==> src/rtl/dnn_pkg.sv <==
// Shared constants, types and helpers for the inference engine and its result reader.
package dnn_pkg;

  localparam int DATA_WIDTH  = 14;
  localparam int NUM_CLASSES = 10;
  localparam int IDX_WIDTH   = 4;

  typedef logic signed [DATA_WIDTH-1:0] score_t;
  typedef logic [IDX_WIDTH-1:0]         class_idx_t;
  typedef logic [DATA_WIDTH:0]          margin_t;

  typedef enum logic [1:0] {
    IDLE = 2'd0,
    SCAN = 2'd1,
    DONE = 2'd2
  } reader_state_e;

  // Most-negative representable score, used to seed the runner-up tracker.
  function automatic score_t score_min();
    return {1'b1, {(DATA_WIDTH-1){1'b0}}};
  endfunction

  // Winner minus runner-up, widened by one bit so the full signed range fits.
  function automatic margin_t calc_margin(input score_t best, input score_t second);
    margin_t wide_best;
    margin_t wide_second;
    wide_best   = {best[DATA_WIDTH-1], best};
    wide_second = {second[DATA_WIDTH-1], second};
    return wide_best - wide_second;
  endfunction

endpackage

==> src/rtl/dnn_result_reader_if.sv <==
// Result-port and classification-output bundle between the reader and its neighbours.
interface dnn_result_reader_if;
  import dnn_pkg::*;

  logic       start;
  class_idx_t out_idx;
  score_t     out;
  logic       busy;
  logic       result_valid;
  class_idx_t class_idx;
  score_t     class_score;
  margin_t    margin;

  modport slave (
    input  start, out,
    output out_idx, busy, result_valid, class_idx, class_score, margin
  );

  modport master (
    output start, out,
    input  out_idx, busy, result_valid, class_idx, class_score, margin
  );
endinterface

==> src/rtl/dnn_top2_tracker.sv <==
// Next-state computation for the running best / second-best score pair.
module dnn_top2_tracker
  import dnn_pkg::*;
(
  input  score_t     score,
  input  class_idx_t idx,
  input  logic       first,
  input  score_t     best,
  input  score_t     second,
  input  class_idx_t best_idx,
  output score_t     best_nxt,
  output score_t     second_nxt,
  output class_idx_t best_idx_nxt
);

  // Strict comparison keeps the lower index on ties; a tie still lifts second to best.
  always_comb begin
    best_nxt     = best;
    second_nxt   = second;
    best_idx_nxt = best_idx;
    if (first) begin
      best_nxt     = score;
      second_nxt   = score_min();
      best_idx_nxt = {IDX_WIDTH{1'b0}};
    end else if (score > best) begin
      best_nxt     = score;
      second_nxt   = best;
      best_idx_nxt = idx;
    end else if (score > second) begin
      second_nxt   = score;
    end else begin
      second_nxt   = second;
    end
  end

endmodule

==> src/rtl/dnn_result_reader.sv <==
// Scans the engine's indexed result port and registers argmax, winning score and margin.
module dnn_result_reader
  import dnn_pkg::*;
(
  input  logic               clk,
  input  logic               rst,
  dnn_result_reader_if.slave bus
);

  localparam logic [1:0] ST_IDLE = IDLE;
  localparam logic [1:0] ST_SCAN = SCAN;
  localparam logic [1:0] ST_DONE = DONE;
  localparam class_idx_t LAST_IDX = class_idx_t'(NUM_CLASSES - 1);

  logic [1:0] state_r;
  class_idx_t idx_r;
  logic       busy_r;
  logic       valid_r;
  score_t     best_r;
  score_t     second_r;
  class_idx_t best_idx_r;
  class_idx_t class_idx_r;
  score_t     class_score_r;
  margin_t    margin_r;

  score_t     best_nxt_s;
  score_t     second_nxt_s;
  class_idx_t best_idx_nxt_s;
  logic       first_s;

  assign first_s = (idx_r == {IDX_WIDTH{1'b0}});

  dnn_top2_tracker u_tracker (
    .score        (bus.out),
    .idx          (idx_r),
    .first        (first_s),
    .best         (best_r),
    .second       (second_r),
    .best_idx     (best_idx_r),
    .best_nxt     (best_nxt_s),
    .second_nxt   (second_nxt_s),
    .best_idx_nxt (best_idx_nxt_s)
  );

  // Scan sequencer: walks out_idx across all classes, then publishes one result.
  always_ff @(posedge clk or posedge rst) begin
    if (rst) begin
      state_r       <= ST_IDLE;
      idx_r         <= {IDX_WIDTH{1'b0}};
      busy_r        <= 1'b0;
      valid_r       <= 1'b0;
      best_r        <= {DATA_WIDTH{1'b0}};
      second_r      <= {DATA_WIDTH{1'b0}};
      best_idx_r    <= {IDX_WIDTH{1'b0}};
      class_idx_r   <= {IDX_WIDTH{1'b0}};
      class_score_r <= {DATA_WIDTH{1'b0}};
      margin_r      <= {(DATA_WIDTH+1){1'b0}};
    end else begin
      case (state_r)
        ST_IDLE: begin
          if (bus.start) begin
            state_r <= ST_SCAN;
            idx_r   <= {IDX_WIDTH{1'b0}};
            busy_r  <= 1'b1;
            valid_r <= 1'b0;
          end
        end
        ST_SCAN: begin
          best_r     <= best_nxt_s;
          second_r   <= second_nxt_s;
          best_idx_r <= best_idx_nxt_s;
          if (idx_r == LAST_IDX) begin
            idx_r   <= {IDX_WIDTH{1'b0}};
            state_r <= ST_DONE;
          end else begin
            idx_r   <= idx_r + {{(IDX_WIDTH-1){1'b0}}, 1'b1};
          end
        end
        ST_DONE: begin
          class_idx_r   <= best_idx_r;
          class_score_r <= best_r;
          margin_r      <= calc_margin(best_r, second_r);
          valid_r       <= 1'b1;
          busy_r        <= 1'b0;
          state_r       <= ST_IDLE;
        end
        default: begin
          state_r <= ST_IDLE;
          idx_r   <= {IDX_WIDTH{1'b0}};
          busy_r  <= 1'b0;
        end
      endcase
    end
  end

  assign bus.out_idx      = idx_r;
  assign bus.busy         = busy_r;
  assign bus.result_valid = valid_r;
  assign bus.class_idx    = class_idx_r;
  assign bus.class_score  = class_score_r;
  assign bus.margin       = margin_r;

endmodule

==> src/flat_wrapper.sv <==
// flat-port wrapper written by rule: the top's interface ports become plain ports
module dnn_result_reader_flat import dnn_pkg::*;
  (clk, rst, bus_start, bus_out, bus_out_idx, bus_busy, bus_result_valid, bus_class_idx, bus_class_score, bus_margin);
  dnn_result_reader_if bus_i ();
  input  logic clk;
  input  logic rst;
  input wire logic [$bits(bus_i.start)-1:0] bus_start;
  input wire logic [$bits(bus_i.out)-1:0] bus_out;
  output wire logic [$bits(bus_i.out_idx)-1:0] bus_out_idx;
  output wire logic [$bits(bus_i.busy)-1:0] bus_busy;
  output wire logic [$bits(bus_i.result_valid)-1:0] bus_result_valid;
  output wire logic [$bits(bus_i.class_idx)-1:0] bus_class_idx;
  output wire logic [$bits(bus_i.class_score)-1:0] bus_class_score;
  output wire logic [$bits(bus_i.margin)-1:0] bus_margin;
  assign bus_i.start = bus_start;
  assign bus_i.out = bus_out;
  assign bus_out_idx = bus_i.out_idx;
  assign bus_busy = bus_i.busy;
  assign bus_result_valid = bus_i.result_valid;
  assign bus_class_idx = bus_i.class_idx;
  assign bus_class_score = bus_i.class_score;
  assign bus_margin = bus_i.margin;
  dnn_result_reader u_core (.clk(clk), .rst(rst), .bus(bus_i));
endmodule
==> config.mk <==
export PLATFORM = sky130hd
export DESIGN_NAME = dnn_result_reader_flat
export DESIGN_NICKNAME = d
export VERILOG_FILES = /design/src/rtl/dnn_pkg.sv /design/src/rtl/dnn_result_reader_if.sv /design/src/rtl/dnn_top2_tracker.sv /design/src/rtl/dnn_result_reader.sv /design/src/flat_wrapper.sv
export SDC_FILE = /design/constraint.sdc
export NUM_CORES = 1
export LEC_CHECK = 0
export ABC_AREA = 0
export CAP_MARGIN = 10
export CORE_MARGIN = 2
export CORE_UTILIZATION = 40
export DETAILED_ROUTE_END_ITERATION = 6
export PLACE_DENSITY_LB_ADDON = 0.05
export SYNTH_ARGS = -nofsm -noshare
export SYNTH_HDL_FRONTEND = slang
export SYNTH_HIERARCHICAL = 1
export SYNTH_SLANG_ARGS = --single-unit
==> constraint.sdc <==
create_clock -name clk -period 2.4 [get_ports clk]
set_input_delay 0.6 -clock clk [delete_from_list [all_inputs] [get_ports clk]]
set_output_delay 0.6 -clock clk [all_outputs]
set_load 0.01 [all_outputs]
==> impl_metrics.csv <==
group,metric,value,unit
cts,cts.sinks,73,
die,initial_core_util,40.8,%
cts,cts_made_buffers,9,
yosys,synth_edf_count,0,
detailed_routing,vias_per_cell,5.46,
grt,grt_overflow,0,
die,num_io_pins,56,
timing,finalHoldViolations,0,
status,status,"finished with violations",
die,die_h,118,um
yosys,ys_ff_latch,73,
worst_setup_path,cpMostUsedCell,"mux2_4",
yosys,synth_mux_area_share,7.70,%
status,violations,"negative setup slack",
cts,path_clk_slew,0.06,ns
placed_design,routabilityCongestion,0.926,
yosys,ys_warn_count,6,
pwr,ir_worst_vdd,649,uV
yosys,synth.most_common_cell,"nand2_1",
placed_design,pre_cts_slack,-0.942,ns
timing,whs,0.469,ns
yosys,syn-cell-area,5150,um^2
worst_setup_path,critical-path-max-stage-delay,0.36,ns
yosys,synth_cells,580,
placed_design,dp_cells,848,
detailed_routing,wl,15.4,mm
pwr,p_per_area,1630,nW/um^2
die,die-area,13800,um^2
timing,final-setup-viol-count,27,
cts,htree_levels,3,
yosys,async_reset_ff_share,100,%
yosys,synthSimpleGateAreaFrac,18.1,%
yosys,synth_top_family_by_area,"compound AO/OA/AOI/OAI gates",
timing,rsz0062_at_grt,"true",
detailed_routing,vias,4829,
finish,n_antenna_cell,0,
yosys,synth_area_leaders,"dfrtp_1, ha_1, nand2_1",
yosys,synthAdderAreaFrac,11.3,%
worst_hold_path,holdCritPathClass,"flip-flop to flip-flop",
yosys,seq_area_frac_synth,35.4,%
finish,stdcell_count,884,
worst_setup_path,critPathBufInv,2,
cts,clock_latency,0.34,ns
worst_setup_path,crit_slowest_cell,"dfrtp_1",
yosys,synthXorXnorAreaFrac,1.02,%
yosys,ys.flop_type,"dfrtp_1",
timing,post-route-period-util,109,%
timing,finalWorstSetupSlack,-0.214,ns
worst_setup_path,cp_cell_sequence,"inv_1 -> ha_4 -> nand2_4 -> nor4_4 -> o31ai_4 -> a21o_2 -> a21oi_4 -> buf_12 -> mux2_4 -> mux2_4",
timing,slew_viol_final,0,
grt,grt_pass1_vias,4970,
timing,finClkSkew,0.00426,ns
yosys,synth_commonest_cells,"nand2_1, dfrtp_1, inv_1",
die,core_area,12600,um^2
worst_setup_path,criticalPathCategory,"flip-flop to flip-flop",
worst_setup_path,cp_data_arrival_time,2.84,ns
grt,grt_start_max_net_pins,32,
pwr,finalPower,0.0124,W
yosys,synth_top_area_share,35.4,%
cts,clockRootBuffer,"clkbuf_16",
yosys,postSynthAreaPerCell,8.89,um^2
yosys,synth-compound-area-share,18.9,%
pwr,leakage,3.44,nW
worst_setup_path,path_max_fanout,5,
worst_setup_path,crit_family,"compound AO/OA/AOI/OAI gates",
detailed_routing,ant_nets,0,
yosys,syn_nets,643,
timing,fmax,383,MHz
timing,tightest_slew,0.459,ns
detailed_routing,drtPass1Iterations,5,
detailed_routing,drcViolationCount,0,
detailed_routing,routedWlPerCell,17.4,um
cts,ctsLongestPathBuffers,2,
placed_design,io_buffers,55,
finish,fin_util,60.3,%
placed_design,hpwl,10.7,mm
yosys,yosys.cell_types.count,68,
die,core.rowCount,41,
grt,antenna_found_initial,0,
grt,grt_pass1_wl,25.0,mm
detailed_routing,drtIter0Drc,313,
finish,drive_gt1_share,37.5,%
run,maxCapViolCount,0,
worst_setup_path,start_kind,"flip-flop",
worst_setup_path,endpoint_kind,"flip-flop",
yosys,yosysTopAreaCell,"dfrtp_1",
finish,area_delta_synth_final,47.6,%
finish,final_nets,773,
grt,grt_usage,22.6,%
timing,fin_crit,2.61,ns
cts,cts_tree,"built",
die,die_width,118,um
worst_setup_path,required,2.62,ns
timing,slew_headroom,68.6,%
[sequential cells by signal, summed over array words and instances, names as in the netlist]
signal	cells
u_core/best_r	14
u_core/bus.result_valid	1
u_core/bus.busy	1
u_core/bus.class_score	14
u_core/state_r	2
u_core/bus.class_idx	4
u_core/best_idx_r	4
u_core/second_r	14
u_core/bus.out_idx	4
u_core/bus.margin	15
[path summary, 6_finish.rpt]
| kind | startpoint | endpoint | slack [ns] | depth (start not counted) |
|---|---|---|---|---|
| max | u_core/best_r[8] | u_core/best_r[2] | -0.21 | 10 |
| min | u_core/bus.class_idx[0] | u_core/bus.class_idx[0] | 0.47 | 2 |
| max reg2reg | u_core/best_r[8] | u_core/best_r[2] | -0.21 | 10 |
| min reg2reg | u_core/bus.class_idx[0] | u_core/bus.class_idx[0] | 0.47 | 2 |
| max in group asynchronous | rst | u_core/best_r[0] | 1.25 | 3 |
| min in group asynchronous | rst | u_core/bus.margin[10] | 0.64 | 2 |
[power breakdown]
group          internal (W)  switching [W]
Combinational       0.00448        0.00444
Clock              0.000709       0.000500
Sequential          0.00184       0.000407
[cells by family (layout without fill, tap and decap cells)]
group / count (synthesis) / count (layout)
fa+ha+maj: 46 / 46
compound gates: 143 / 144
buf+inv: 84 / 215
mux: 32 / 32
xor+xnor: 6 / 6
simple gates: 196 / 196
flops: 73 / 73
[placed cells by master, fill, tap and decap left out, types with 4 or more instances in the layout]
master,count
a21o_1,6
nor3_1,12
ha_4,24
nand2_1,96
o21ai_0,16
ha_1,21
buf_2,8
o21a_1,7
nand4_1,4
o21ai_2,15
buf_12,8
clkbuf_16,10
o21ai_1,17
clkdlybuf4s50_1,41
inv_1,45
nand3_2,6
nand3_1,19
nor3_2,6
mux2_4,31
nor2_1,13
xor2_1,5
dfrtp_1,72
buf_4,68
nand2_2,4
buf_6,18
a21oi_2,8
inv_2,10
a21oi_1,24
o211ai_1,6
a311oi_2,13
[cell type report]
class                   count  area [um^2]
inverters                  56          214
flip-flops and latches     73         1830
well taps                 172          215
clock inverters             1         5.00
multi-input cells         424         3710
repair buffers            146         1390
fillers                  1125         5010
clock buffers              12          246
[worst reg2reg max path, stage by stage, from the launching register on]
cell     delay (ns)
dfrtp_1        0.36
inv_1          0.08
ha_4           0.27
nand2_4        0.05
nor4_4         0.36
o31ai_4        0.16
a21o_2         0.24
a21oi_4        0.24
buf_12         0.16
mux2_4         0.31
mux2_4         0.26
[metal layers]
| layer | track usage (%) | wire (um) |
|---|---|---|
| met1 | 28.9 | 6810 |
| met2 | 37.4 | 7420 |
| met3 | 3.68 | 646 |
| met4 | 10.8 | 534 |
| met5 | 0 | 0 |
[metrics by stage]
step | setup TNS [ns] | instance area (um^2)
after CTS | -3.09 | 7320
after floorplan | -3.32 | 5420
final | -3.11 | 7610
after global placement | -26.35 | 6590
after global routing | -7.16 | 7610
after detailed placement | -27.30 | 6590
[repair_timing]
| action | in CTS | in global routing |
|---|---|---|
| gates cloned | 3 | 1 |
| buffers inserted | 8 | 13 |
| endpoints found under the hold margin | 0 | 0 |
| endpoints found under the setup margin | 32 | 34 |
| hold buffers | 0 | 0 |
| pin swaps | 38 | 31 |
| resized for setup | 145 | 53 |
(Power assumes the default switching activity.)
